$ cat src/rtl/riscv_pkg.sv
// Shared RV32I execute-stage definitions: widths, ALU/branch codes and
// forwarding-source selection.
package riscv_pkg;

  localparam int XLEN       = 32;
  localparam int REG_ADDR_W = 5;

  localparam logic [1:0] ALU_OP_ADD    = 2'b00;
  localparam logic [1:0] ALU_OP_BRANCH = 2'b01;
  localparam logic [1:0] ALU_OP_RTYPE  = 2'b10;
  localparam logic [1:0] ALU_OP_ITYPE  = 2'b11;

  typedef enum logic [3:0] {
    ALU_CTRL_ADD  = 4'd0,
    ALU_CTRL_SUB  = 4'd1,
    ALU_CTRL_SLL  = 4'd2,
    ALU_CTRL_SLT  = 4'd3,
    ALU_CTRL_SLTU = 4'd4,
    ALU_CTRL_XOR  = 4'd5,
    ALU_CTRL_SRL  = 4'd6,
    ALU_CTRL_SRA  = 4'd7,
    ALU_CTRL_OR   = 4'd8,
    ALU_CTRL_AND  = 4'd9
  } alu_ctrl_e;

  localparam logic [2:0] FUNCT3_ADD  = 3'b000;
  localparam logic [2:0] FUNCT3_SLL  = 3'b001;
  localparam logic [2:0] FUNCT3_SLT  = 3'b010;
  localparam logic [2:0] FUNCT3_SLTU = 3'b011;
  localparam logic [2:0] FUNCT3_XOR  = 3'b100;
  localparam logic [2:0] FUNCT3_SR   = 3'b101;
  localparam logic [2:0] FUNCT3_OR   = 3'b110;
  localparam logic [2:0] FUNCT3_AND  = 3'b111;

  localparam logic [2:0] FUNCT3_BEQ  = 3'b000;
  localparam logic [2:0] FUNCT3_BNE  = 3'b001;
  localparam logic [2:0] FUNCT3_BLT  = 3'b100;
  localparam logic [2:0] FUNCT3_BGE  = 3'b101;
  localparam logic [2:0] FUNCT3_BLTU = 3'b110;
  localparam logic [2:0] FUNCT3_BGEU = 3'b111;

  typedef enum logic [1:0] {
    FWD_SEL_RF     = 2'd0,
    FWD_SEL_MEM_WB = 2'd1,
    FWD_SEL_EX_MEM = 2'd2
  } fwd_sel_e;

  // Youngest producer wins; x0 is hard-wired so it is never forwarded.
  function automatic fwd_sel_e fwd_select(
    input logic [REG_ADDR_W-1:0] rs,
    input logic                  ex_mem_we,
    input logic [REG_ADDR_W-1:0] ex_mem_rd,
    input logic                  mem_wb_we,
    input logic [REG_ADDR_W-1:0] mem_wb_rd
  );
    fwd_sel_e sel;
    if (rs == {REG_ADDR_W{1'b0}}) begin
      sel = FWD_SEL_RF;
    end else if (ex_mem_we && (ex_mem_rd == rs)) begin
      sel = FWD_SEL_EX_MEM;
    end else if (mem_wb_we && (mem_wb_rd == rs)) begin
      sel = FWD_SEL_MEM_WB;
    end else begin
      sel = FWD_SEL_RF;
    end
    return sel;
  endfunction

endpackage

$ cat src/rtl/execute_stage_if.sv
// ID/EX input bundle, MEM/WB forwarding feed and EX/MEM / redirect outputs
// of the execute stage.
interface execute_stage_if;
  import riscv_pkg::*;

  logic [XLEN-1:0]       i_id_ex_pc;
  logic [31:0]           i_id_ex_instruction;
  logic [XLEN-1:0]       i_id_ex_read_data1;
  logic [XLEN-1:0]       i_id_ex_read_data2;
  logic [XLEN-1:0]       i_id_ex_imm;
  logic [REG_ADDR_W-1:0] i_id_ex_rs1;
  logic [REG_ADDR_W-1:0] i_id_ex_rs2;
  logic [REG_ADDR_W-1:0] i_id_ex_rd;
  logic                  i_id_ex_reg_write;
  logic                  i_id_ex_alu_src;
  logic                  i_id_ex_mem_read;
  logic                  i_id_ex_mem_write;
  logic                  i_id_ex_mem_to_reg;
  logic                  i_id_ex_branch;
  logic [1:0]            i_id_ex_alu_op;
  logic [REG_ADDR_W-1:0] i_mem_wb_rd;
  logic                  i_mem_wb_reg_write;
  logic [XLEN-1:0]       i_mem_wb_write_data;
  logic [XLEN-1:0]       o_ex_mem_alu_result;
  logic [XLEN-1:0]       o_ex_mem_write_data;
  logic [REG_ADDR_W-1:0] o_ex_mem_rd;
  logic                  o_ex_mem_reg_write;
  logic                  o_ex_mem_mem_read;
  logic                  o_ex_mem_mem_write;
  logic                  o_ex_mem_mem_to_reg;
  logic                  o_branch_taken;
  logic [XLEN-1:0]       o_branch_target;

  modport slave (
    input  i_id_ex_pc, i_id_ex_instruction, i_id_ex_read_data1, i_id_ex_read_data2,
           i_id_ex_imm, i_id_ex_rs1, i_id_ex_rs2, i_id_ex_rd, i_id_ex_reg_write,
           i_id_ex_alu_src, i_id_ex_mem_read, i_id_ex_mem_write, i_id_ex_mem_to_reg,
           i_id_ex_branch, i_id_ex_alu_op, i_mem_wb_rd, i_mem_wb_reg_write,
           i_mem_wb_write_data,
    output o_ex_mem_alu_result, o_ex_mem_write_data, o_ex_mem_rd, o_ex_mem_reg_write,
           o_ex_mem_mem_read, o_ex_mem_mem_write, o_ex_mem_mem_to_reg,
           o_branch_taken, o_branch_target
  );

  modport master (
    output i_id_ex_pc, i_id_ex_instruction, i_id_ex_read_data1, i_id_ex_read_data2,
           i_id_ex_imm, i_id_ex_rs1, i_id_ex_rs2, i_id_ex_rd, i_id_ex_reg_write,
           i_id_ex_alu_src, i_id_ex_mem_read, i_id_ex_mem_write, i_id_ex_mem_to_reg,
           i_id_ex_branch, i_id_ex_alu_op, i_mem_wb_rd, i_mem_wb_reg_write,
           i_mem_wb_write_data,
    input  o_ex_mem_alu_result, o_ex_mem_write_data, o_ex_mem_rd, o_ex_mem_reg_write,
           o_ex_mem_mem_read, o_ex_mem_mem_write, o_ex_mem_mem_to_reg,
           o_branch_taken, o_branch_target
  );

endinterface

$ cat src/rtl/alu.sv
// Combinational RV32I integer ALU; shift amounts come from b[4:0].
module alu
  import riscv_pkg::*;
(
  input  alu_ctrl_e       i_ctrl,
  input  logic [XLEN-1:0] i_a,
  input  logic [XLEN-1:0] i_b,
  output logic [XLEN-1:0] o_result
);

  // Operation select; comparisons return a zero-extended 0/1.
  always_comb begin
    o_result = {XLEN{1'b0}};
    case (i_ctrl)
      ALU_CTRL_ADD:  o_result = i_a + i_b;
      ALU_CTRL_SUB:  o_result = i_a - i_b;
      ALU_CTRL_SLL:  o_result = i_a << i_b[4:0];
      ALU_CTRL_SLT:  o_result = {{(XLEN-1){1'b0}}, ($signed(i_a) < $signed(i_b))};
      ALU_CTRL_SLTU: o_result = {{(XLEN-1){1'b0}}, (i_a < i_b)};
      ALU_CTRL_XOR:  o_result = i_a ^ i_b;
      ALU_CTRL_SRL:  o_result = i_a >> i_b[4:0];
      ALU_CTRL_SRA:  o_result = $unsigned($signed(i_a) >>> i_b[4:0]);
      ALU_CTRL_OR:   o_result = i_a | i_b;
      ALU_CTRL_AND:  o_result = i_a & i_b;
      default:       o_result = {XLEN{1'b0}};
    endcase
  end

endmodule

$ cat src/rtl/execute_stage.sv
// RV32I execute stage: operand forwarding, ALU control, branch resolution
// and the EX/MEM pipeline register.
module execute_stage
  import riscv_pkg::*;
(
  input  logic           i_clk,
  input  logic           i_reset,
  execute_stage_if.slave bus
);

  logic [XLEN-1:0]       r_alu_result;
  logic [XLEN-1:0]       r_write_data;
  logic [REG_ADDR_W-1:0] r_rd;
  logic                  r_reg_write;
  logic                  r_mem_read;
  logic                  r_mem_write;
  logic                  r_mem_to_reg;

  fwd_sel_e        w_fwd_a_sel;
  fwd_sel_e        w_fwd_b_sel;
  logic [XLEN-1:0] w_op_a;
  logic [XLEN-1:0] w_fwd_b;
  logic [XLEN-1:0] w_op_b;
  logic [XLEN-1:0] w_alu_result;
  alu_ctrl_e       w_alu_ctrl;
  logic [2:0]      w_funct3;
  logic            w_funct7_b5;
  logic            w_cond;
  logic            w_unused_instr;

  assign w_funct3       = bus.i_id_ex_instruction[14:12];
  assign w_funct7_b5    = bus.i_id_ex_instruction[30];
  assign w_unused_instr = ^{bus.i_id_ex_instruction[31], bus.i_id_ex_instruction[29:15],
                            bus.i_id_ex_instruction[11:0]};

  assign w_fwd_a_sel = fwd_select(bus.i_id_ex_rs1, r_reg_write, r_rd,
                                  bus.i_mem_wb_reg_write, bus.i_mem_wb_rd);
  assign w_fwd_b_sel = fwd_select(bus.i_id_ex_rs2, r_reg_write, r_rd,
                                  bus.i_mem_wb_reg_write, bus.i_mem_wb_rd);

  // Forwarding muxes for both source operands.
  always_comb begin
    w_op_a  = bus.i_id_ex_read_data1;
    w_fwd_b = bus.i_id_ex_read_data2;
    case (w_fwd_a_sel)
      FWD_SEL_EX_MEM: w_op_a = r_alu_result;
      FWD_SEL_MEM_WB: w_op_a = bus.i_mem_wb_write_data;
      default:        w_op_a = bus.i_id_ex_read_data1;
    endcase
    case (w_fwd_b_sel)
      FWD_SEL_EX_MEM: w_fwd_b = r_alu_result;
      FWD_SEL_MEM_WB: w_fwd_b = bus.i_mem_wb_write_data;
      default:        w_fwd_b = bus.i_id_ex_read_data2;
    endcase
  end

  assign w_op_b = bus.i_id_ex_alu_src ? bus.i_id_ex_imm : w_fwd_b;

  // ALU control; funct7[5] selects SUB only for R-type, SRA for both R and I shifts.
  always_comb begin
    w_alu_ctrl = ALU_CTRL_ADD;
    case (bus.i_id_ex_alu_op)
      ALU_OP_ADD:    w_alu_ctrl = ALU_CTRL_ADD;
      ALU_OP_BRANCH: w_alu_ctrl = ALU_CTRL_SUB;
      default: begin
        case (w_funct3)
          FUNCT3_ADD: begin
            if ((bus.i_id_ex_alu_op == ALU_OP_RTYPE) && w_funct7_b5) begin
              w_alu_ctrl = ALU_CTRL_SUB;
            end else begin
              w_alu_ctrl = ALU_CTRL_ADD;
            end
          end
          FUNCT3_SLL:  w_alu_ctrl = ALU_CTRL_SLL;
          FUNCT3_SLT:  w_alu_ctrl = ALU_CTRL_SLT;
          FUNCT3_SLTU: w_alu_ctrl = ALU_CTRL_SLTU;
          FUNCT3_XOR:  w_alu_ctrl = ALU_CTRL_XOR;
          FUNCT3_SR: begin
            if (w_funct7_b5) begin
              w_alu_ctrl = ALU_CTRL_SRA;
            end else begin
              w_alu_ctrl = ALU_CTRL_SRL;
            end
          end
          FUNCT3_OR:   w_alu_ctrl = ALU_CTRL_OR;
          FUNCT3_AND:  w_alu_ctrl = ALU_CTRL_AND;
          default:     w_alu_ctrl = ALU_CTRL_ADD;
        endcase
      end
    endcase
  end

  alu u_alu (
    .i_ctrl   (w_alu_ctrl),
    .i_a      (w_op_a),
    .i_b      (w_op_b),
    .o_result (w_alu_result)
  );

  // Branch condition on forwarded register operands, never the immediate.
  always_comb begin
    w_cond = 1'b0;
    case (w_funct3)
      FUNCT3_BEQ:  w_cond = (w_op_a == w_fwd_b);
      FUNCT3_BNE:  w_cond = (w_op_a != w_fwd_b);
      FUNCT3_BLT:  w_cond = ($signed(w_op_a) < $signed(w_fwd_b));
      FUNCT3_BGE:  w_cond = ($signed(w_op_a) >= $signed(w_fwd_b));
      FUNCT3_BLTU: w_cond = (w_op_a < w_fwd_b);
      FUNCT3_BGEU: w_cond = (w_op_a >= w_fwd_b);
      default:     w_cond = 1'b0;
    endcase
  end

  assign bus.o_branch_taken  = bus.i_id_ex_branch & w_cond & ~i_reset;
  assign bus.o_branch_target = bus.i_id_ex_pc + bus.i_id_ex_imm;

  // EX/MEM register; a branch leaves no architectural side effect downstream.
  always_ff @(posedge i_clk or posedge i_reset) begin
    if (i_reset) begin
      r_alu_result <= {XLEN{1'b0}};
      r_write_data <= {XLEN{1'b0}};
      r_rd         <= {REG_ADDR_W{1'b0}};
      r_reg_write  <= 1'b0;
      r_mem_read   <= 1'b0;
      r_mem_write  <= 1'b0;
      r_mem_to_reg <= 1'b0;
    end else begin
      r_alu_result <= w_alu_result;
      r_write_data <= w_fwd_b;
      r_rd         <= bus.i_id_ex_rd;
      r_reg_write  <= bus.i_id_ex_reg_write & ~bus.i_id_ex_branch;
      r_mem_read   <= bus.i_id_ex_mem_read & ~bus.i_id_ex_branch;
      r_mem_write  <= bus.i_id_ex_mem_write & ~bus.i_id_ex_branch;
      r_mem_to_reg <= bus.i_id_ex_mem_to_reg;
    end
  end

  assign bus.o_ex_mem_alu_result = r_alu_result;
  assign bus.o_ex_mem_write_data = r_write_data;
  assign bus.o_ex_mem_rd         = r_rd;
  assign bus.o_ex_mem_reg_write  = r_reg_write;
  assign bus.o_ex_mem_mem_read   = r_mem_read;
  assign bus.o_ex_mem_mem_write  = r_mem_write;
  assign bus.o_ex_mem_mem_to_reg = r_mem_to_reg;

endmodule

$ cat src/flat_wrapper.sv
// flat-port wrapper written by rule: the top's interface ports become plain ports
module execute_stage_flat import riscv_pkg::*;
  (i_clk, i_reset, bus_i_id_ex_pc, bus_i_id_ex_instruction, bus_i_id_ex_read_data1, bus_i_id_ex_read_data2, bus_i_id_ex_imm, bus_i_id_ex_rs1, bus_i_id_ex_rs2, bus_i_id_ex_rd, bus_i_id_ex_reg_write, bus_i_id_ex_alu_src, bus_i_id_ex_mem_read, bus_i_id_ex_mem_write, bus_i_id_ex_mem_to_reg, bus_i_id_ex_branch, bus_i_id_ex_alu_op, bus_i_mem_wb_rd, bus_i_mem_wb_reg_write, bus_i_mem_wb_write_data, bus_o_ex_mem_alu_result, bus_o_ex_mem_write_data, bus_o_ex_mem_rd, bus_o_ex_mem_reg_write, bus_o_ex_mem_mem_read, bus_o_ex_mem_mem_write, bus_o_ex_mem_mem_to_reg, bus_o_branch_taken, bus_o_branch_target);
  execute_stage_if bus_i ();
  input  logic i_clk;
  input  logic i_reset;
  input wire logic [$bits(bus_i.i_id_ex_pc)-1:0] bus_i_id_ex_pc;
  input wire logic [$bits(bus_i.i_id_ex_instruction)-1:0] bus_i_id_ex_instruction;
  input wire logic [$bits(bus_i.i_id_ex_read_data1)-1:0] bus_i_id_ex_read_data1;
  input wire logic [$bits(bus_i.i_id_ex_read_data2)-1:0] bus_i_id_ex_read_data2;
  input wire logic [$bits(bus_i.i_id_ex_imm)-1:0] bus_i_id_ex_imm;
  input wire logic [$bits(bus_i.i_id_ex_rs1)-1:0] bus_i_id_ex_rs1;
  input wire logic [$bits(bus_i.i_id_ex_rs2)-1:0] bus_i_id_ex_rs2;
  input wire logic [$bits(bus_i.i_id_ex_rd)-1:0] bus_i_id_ex_rd;
  input wire logic [$bits(bus_i.i_id_ex_reg_write)-1:0] bus_i_id_ex_reg_write;
  input wire logic [$bits(bus_i.i_id_ex_alu_src)-1:0] bus_i_id_ex_alu_src;
  input wire logic [$bits(bus_i.i_id_ex_mem_read)-1:0] bus_i_id_ex_mem_read;
  input wire logic [$bits(bus_i.i_id_ex_mem_write)-1:0] bus_i_id_ex_mem_write;
  input wire logic [$bits(bus_i.i_id_ex_mem_to_reg)-1:0] bus_i_id_ex_mem_to_reg;
  input wire logic [$bits(bus_i.i_id_ex_branch)-1:0] bus_i_id_ex_branch;
  input wire logic [$bits(bus_i.i_id_ex_alu_op)-1:0] bus_i_id_ex_alu_op;
  input wire logic [$bits(bus_i.i_mem_wb_rd)-1:0] bus_i_mem_wb_rd;
  input wire logic [$bits(bus_i.i_mem_wb_reg_write)-1:0] bus_i_mem_wb_reg_write;
  input wire logic [$bits(bus_i.i_mem_wb_write_data)-1:0] bus_i_mem_wb_write_data;
  output wire logic [$bits(bus_i.o_ex_mem_alu_result)-1:0] bus_o_ex_mem_alu_result;
  output wire logic [$bits(bus_i.o_ex_mem_write_data)-1:0] bus_o_ex_mem_write_data;
  output wire logic [$bits(bus_i.o_ex_mem_rd)-1:0] bus_o_ex_mem_rd;
  output wire logic [$bits(bus_i.o_ex_mem_reg_write)-1:0] bus_o_ex_mem_reg_write;
  output wire logic [$bits(bus_i.o_ex_mem_mem_read)-1:0] bus_o_ex_mem_mem_read;
  output wire logic [$bits(bus_i.o_ex_mem_mem_write)-1:0] bus_o_ex_mem_mem_write;
  output wire logic [$bits(bus_i.o_ex_mem_mem_to_reg)-1:0] bus_o_ex_mem_mem_to_reg;
  output wire logic [$bits(bus_i.o_branch_taken)-1:0] bus_o_branch_taken;
  output wire logic [$bits(bus_i.o_branch_target)-1:0] bus_o_branch_target;
  assign bus_i.i_id_ex_pc = bus_i_id_ex_pc;
  assign bus_i.i_id_ex_instruction = bus_i_id_ex_instruction;
  assign bus_i.i_id_ex_read_data1 = bus_i_id_ex_read_data1;
  assign bus_i.i_id_ex_read_data2 = bus_i_id_ex_read_data2;
  assign bus_i.i_id_ex_imm = bus_i_id_ex_imm;
  assign bus_i.i_id_ex_rs1 = bus_i_id_ex_rs1;
  assign bus_i.i_id_ex_rs2 = bus_i_id_ex_rs2;
  assign bus_i.i_id_ex_rd = bus_i_id_ex_rd;
  assign bus_i.i_id_ex_reg_write = bus_i_id_ex_reg_write;
  assign bus_i.i_id_ex_alu_src = bus_i_id_ex_alu_src;
  assign bus_i.i_id_ex_mem_read = bus_i_id_ex_mem_read;
  assign bus_i.i_id_ex_mem_write = bus_i_id_ex_mem_write;
  assign bus_i.i_id_ex_mem_to_reg = bus_i_id_ex_mem_to_reg;
  assign bus_i.i_id_ex_branch = bus_i_id_ex_branch;
  assign bus_i.i_id_ex_alu_op = bus_i_id_ex_alu_op;
  assign bus_i.i_mem_wb_rd = bus_i_mem_wb_rd;
  assign bus_i.i_mem_wb_reg_write = bus_i_mem_wb_reg_write;
  assign bus_i.i_mem_wb_write_data = bus_i_mem_wb_write_data;
  assign bus_o_ex_mem_alu_result = bus_i.o_ex_mem_alu_result;
  assign bus_o_ex_mem_write_data = bus_i.o_ex_mem_write_data;
  assign bus_o_ex_mem_rd = bus_i.o_ex_mem_rd;
  assign bus_o_ex_mem_reg_write = bus_i.o_ex_mem_reg_write;
  assign bus_o_ex_mem_mem_read = bus_i.o_ex_mem_mem_read;
  assign bus_o_ex_mem_mem_write = bus_i.o_ex_mem_mem_write;
  assign bus_o_ex_mem_mem_to_reg = bus_i.o_ex_mem_mem_to_reg;
  assign bus_o_branch_taken = bus_i.o_branch_taken;
  assign bus_o_branch_target = bus_i.o_branch_target;
  execute_stage u_core (.i_clk(i_clk), .i_reset(i_reset), .bus(bus_i));
endmodule
$ cat config.mk
export PLATFORM = sky130hd
export DESIGN_NAME = execute_stage_flat
export DESIGN_NICKNAME = d
export VERILOG_FILES = /design/src/rtl/riscv_pkg.sv /design/src/rtl/execute_stage_if.sv /design/src/rtl/alu.sv /design/src/rtl/execute_stage.sv /design/src/flat_wrapper.sv
export SDC_FILE = /design/constraint.sdc
export NUM_CORES = 1
export LEC_CHECK = 0
export BUFFER_PORTS_ARGS = -buffer_cell sky130_fd_sc_hd__buf_2
export CELL_PAD_IN_SITES_DETAIL_PLACEMENT = 1
export CELL_PAD_IN_SITES_GLOBAL_PLACEMENT = 2
export CORE_MARGIN = 1
export CORE_UTILIZATION = 28
export CTS_CLUSTER_SIZE = 40
export DETAILED_ROUTE_END_ITERATION = 16
export PLACE_DENSITY_LB_ADDON = 0.1
export SYNTH_ARGS = -nofsm -noshare
export SYNTH_HDL_FRONTEND = slang
export SYNTH_SLANG_ARGS = --single-unit
export TNS_END_PERCENT = 50
$ cat constraint.sdc
create_clock -name i_clk -period 5.2 [get_ports i_clk]
set_clock_uncertainty 0.15 [all_clocks]
set_input_delay 0.26 -clock i_clk [delete_from_list [all_inputs] [get_ports i_clk]]
set_output_delay 0.26 -clock i_clk [all_outputs]
set_load 0.05 [all_outputs]
==> summary.md <==
| Metric | Value |
|---|---|
| Hold/Removal Path Class | in -> reg |
| Placer congestion estimate | ~1.0 |
| Critical Path End Type | primary output |
| Core area | roughly 50000 sq um |
| Synth area leaders | ha_1 (14%), dfrtp_1 (13%), o21ai_0 (6.9%) |
| DR DRC count | 0 |
| Post-synth EDFFs | 0 |
| Max cap viols | 0 |
| Die width | about 230 microns |
| Cells after Synth | about 2000 |
| Die area | a little over 50000 sq um |
| Pleak | between 10 and 15 nW |
| CTS buffer count | 9 |
| Yosys reg bits | 73 |
| CP required | 4.79 ns |
| Worst-Margin Slew | between 0.9 and 1 ns |
| P per Cell Area | ~230 nW/um^2 |
| Routed vias | approximately 19000 |
| Most frequent cell after synthesis | o21ai_0 |
| Number of global-route vias before repair | between 15000 and 20000 |
| Initial core utilization | 28.4% |
| Peak supply drop | roughly 0.13 mV |
| Cell area after synthesis | around 14000 sq um |
| Outcome | complete, no violations |
| Yosys warning count | 0 |
| IO Count | roughly 330 |
| DR pass1 iterations | 5 |
| Area growth syn-to-layout | 49.8% |
| Critical R2R Launch | u_core.bus.o_ex_mem_rd[3] |
| Routed WL per cell | about 28 microns |
| ANT nets after route | 0 |
| Critical Path Source | u_core.bus.o_ex_mem_rd[3] |
| Port buffer count | 300 |
| Setup violators final | 0 |
| Fill count | 6298 |
| Total GRT Usage | 35.7% |
| Largest net degree at the start of global routing | a little over 70 |
| Fin. Hold Viols | 0 |
| CTS sink cnt | 73 |
| Clock buffer depth | 2 |
| Peak Freq | 0.194 GHz |
| Global route overflow | 0 |
| Area leader, netlist | ha_1 |
| Final Max Tran Viols | 0 |
| Reg2Reg Depth | 24 |
| Avg Cell Area, Syn | slightly above 7 sq um |
| Initial drt markers | about 1400 |
| Initial antenna violation count | 9 |
| Die Y-Extent | approximately 230 microns |
| WS Path Type | reg -> out |
| Top cells by count, synth | o21ai_0 (196), nand2_1 (191), nor2_1 (190) |
| Nets | 3084 |
| Clk Tree Root Cell | clkbuf_16 |
| Worst Hold Depth | 3 |
| CTS H-tree lvls | 3 |
| CTS tree | yes |
| First-pass GRT wire length | around 130000 microns |
| Slew HR | between 30% and 40% |
| Syn Nets | between 2000 and 2500 |
| Core Rows | just over 80 |
| WL final | 94500 microns |
| Latest clock arrival within the worst-skew pair | between 0.3 and 0.4 ns |
| WHS | around 0.043 ns |
| Seq/Total Area, Yosys | approximately an eighth |
| Critical Path Fanout Max | 7 |
| Fraction of layout cells with a size suffix above 1 | a little under two fifths |
| Fin crit period | 5.16 ns |
| Post-layout util | between 40 and 50% |
| Hold path startpoint | bus_i_id_ex_read_data2[26] |
| Top FF cell, synth | dfrtp_1 |
| Post-synthesis cell type count | ~80 |
| Worst reg-to-reg setup slack | around 0.090 ns |
| Nature of the critical path startpoint | flip-flop |
| Clock slew at reported path FFs | about 0.060 ns |
| RSZ-0062 raised after global routing | yes |
| Async S/R FF share, synth | 100% |
| Period utilization | between 90% and 100% |
| Top cell type's share of synthesized area | 14.4% |
| Via-to-Cell Ratio | 5.66 |
| Arr. time, crit path | 4.75 ns |
| HPWL after DPL | a little under 80000 microns |
## layout by cell type (no fill, tap or decap), types with 18 or more instances in the layout
master,Yosys,layout
a211oi_1,37,34
a21o_1,37,37
a21oi_1,176,160
a221o_1,34,34
a22oi_1,54,48
buf_2,14,299
buf_4,1,467
buf_6,4,18
dfrtp_1,73,69
ha_1,164,142
ha_4,0,19
inv_1,139,135
mux2_2,20,20
mux2i_1,84,81
nand2_1,191,182
nand3_1,34,31
nor2_1,190,181
nor2b_1,20,18
nor3_1,31,24
o211ai_1,28,28
o21ai_0,196,141
o21ai_1,24,42
o21ai_2,2,28
o22ai_1,21,19
xnor2_1,52,51
xor2_1,23,21
## power breakdown
part | switching (mW) | internal (mW)
combinational | 2.18 | 1.26
sequential | 0.156 | 0.653
clock | 0.306 | 0.335
total | 2.64 | 2.24
## critical path: stages (launching register included)
cell and delay [ns]:
dfrtp_2 0.42, buf_6 0.12, xor2_1 0.16, nor4_1 0.29
and3_2 0.30, o21ai_4 0.10, ha_4 0.28, buf_12 0.15
buf_4 0.17, o21ai_2 0.25, buf_6 0.19, ha_1 0.24
nand4_1 0.13, nor2_2 0.06, nand3_4 0.11, buf_4 0.12
a31oi_2 0.03, buf_4 0.16, o31ai_1 0.22, buf_4 0.16
nor2_1 0.05, nor4b_2 0.28, and3_4 0.24, buf_12 0.14
## kinds of logic (layout without fill, tap and decap cells)
| kind of cell | after synthesis | in the layout | share of synthesized area, % |
|---|---|---|---|
| AND/OR/NAND/NOR | 543 | 543 | 16.8 |
| other | 0 | 4 | 0 |
| multiplexers | 107 | 107 | 7.92 |
| flip-flops | 73 | 73 | 12.9 |
| XOR/XNOR | 75 | 75 | 4.62 |
| buffers and inverters | 277 | 965 | 7.94 |
| adder cells (fa/ha/maj) | 167 | 167 | 14.9 |
| AO/OA/AOI/OAI | 769 | 769 | 35.0 |
## what timing repair did
item                                    CTS  global route
pin swaps                                24            61
buffers inserted                         19            16
resized for setup                        81           174
cloned                                    1             0
hold endpoints to repair                 41             0
endpoints found under the setup margin   15            25
hold buffers                             10             0
## worst paths after layout
| path | to |
|---|---|
| worst max-delay path | bus_o_branch_taken |
| worst min-delay path | u_core.bus.o_ex_mem_write_data[26] |
| worst max register to register | u_core.bus.o_ex_mem_alu_result[25] |
| worst min register to register | u_core.bus.o_ex_mem_write_data[1] |
| max in group asynchronous | u_core.bus.o_ex_mem_rd[2] |
| min in group asynchronous | u_core.bus.o_ex_mem_alu_result[19] |
## layout make-up
class	count	area (sq um)	share of cell area [%]
Inverter	145	553	2.60
Clock inverter	5	31.3	0.147
Multi-Input combinational cell	1661	12300	57.6
Antenna cell	4	10.0	0.0470
Tap cell	672	841	3.95
Sequential cell	73	1830	8.61
Timing Repair Buffer	804	5510	25.9
Clock buffer	11	243	1.14
## per-layer routing
layer,routed length (microns),GRT usage (%)
met5,31,0
met4,4260,15.5
met3,5640,4.08
met2,42000,57.0
met1,42600,48.4
## stage by stage
| stage | area (sq um) | power (mW) | instances | setup slack (ns) | setup TNS (ns) |
|---|---|---|---|---|---|
| 2_1_floorplan | 14300 | 2.53 | 2011 | -0.0276 | -0.0276 |
| 3_3_place_gp | 19600 | 3.99 | 3311 | -0.592 | -2.90 |
| 3_5_place_dp | 19600 | 4.02 | 3311 | -0.647 | -2.83 |
| 4_1_cts | 20400 | 4.72 | 3356 | 0.000991 | 0 |
| 5_1_grt | 21300 | 5.11 | 3373 | -0.102 | -0.406 |
| 6_report | 21300 | 4.89 | 3375 | 0.0401 | 0 |
Note: power is estimated with default switching activity, not from simulation.
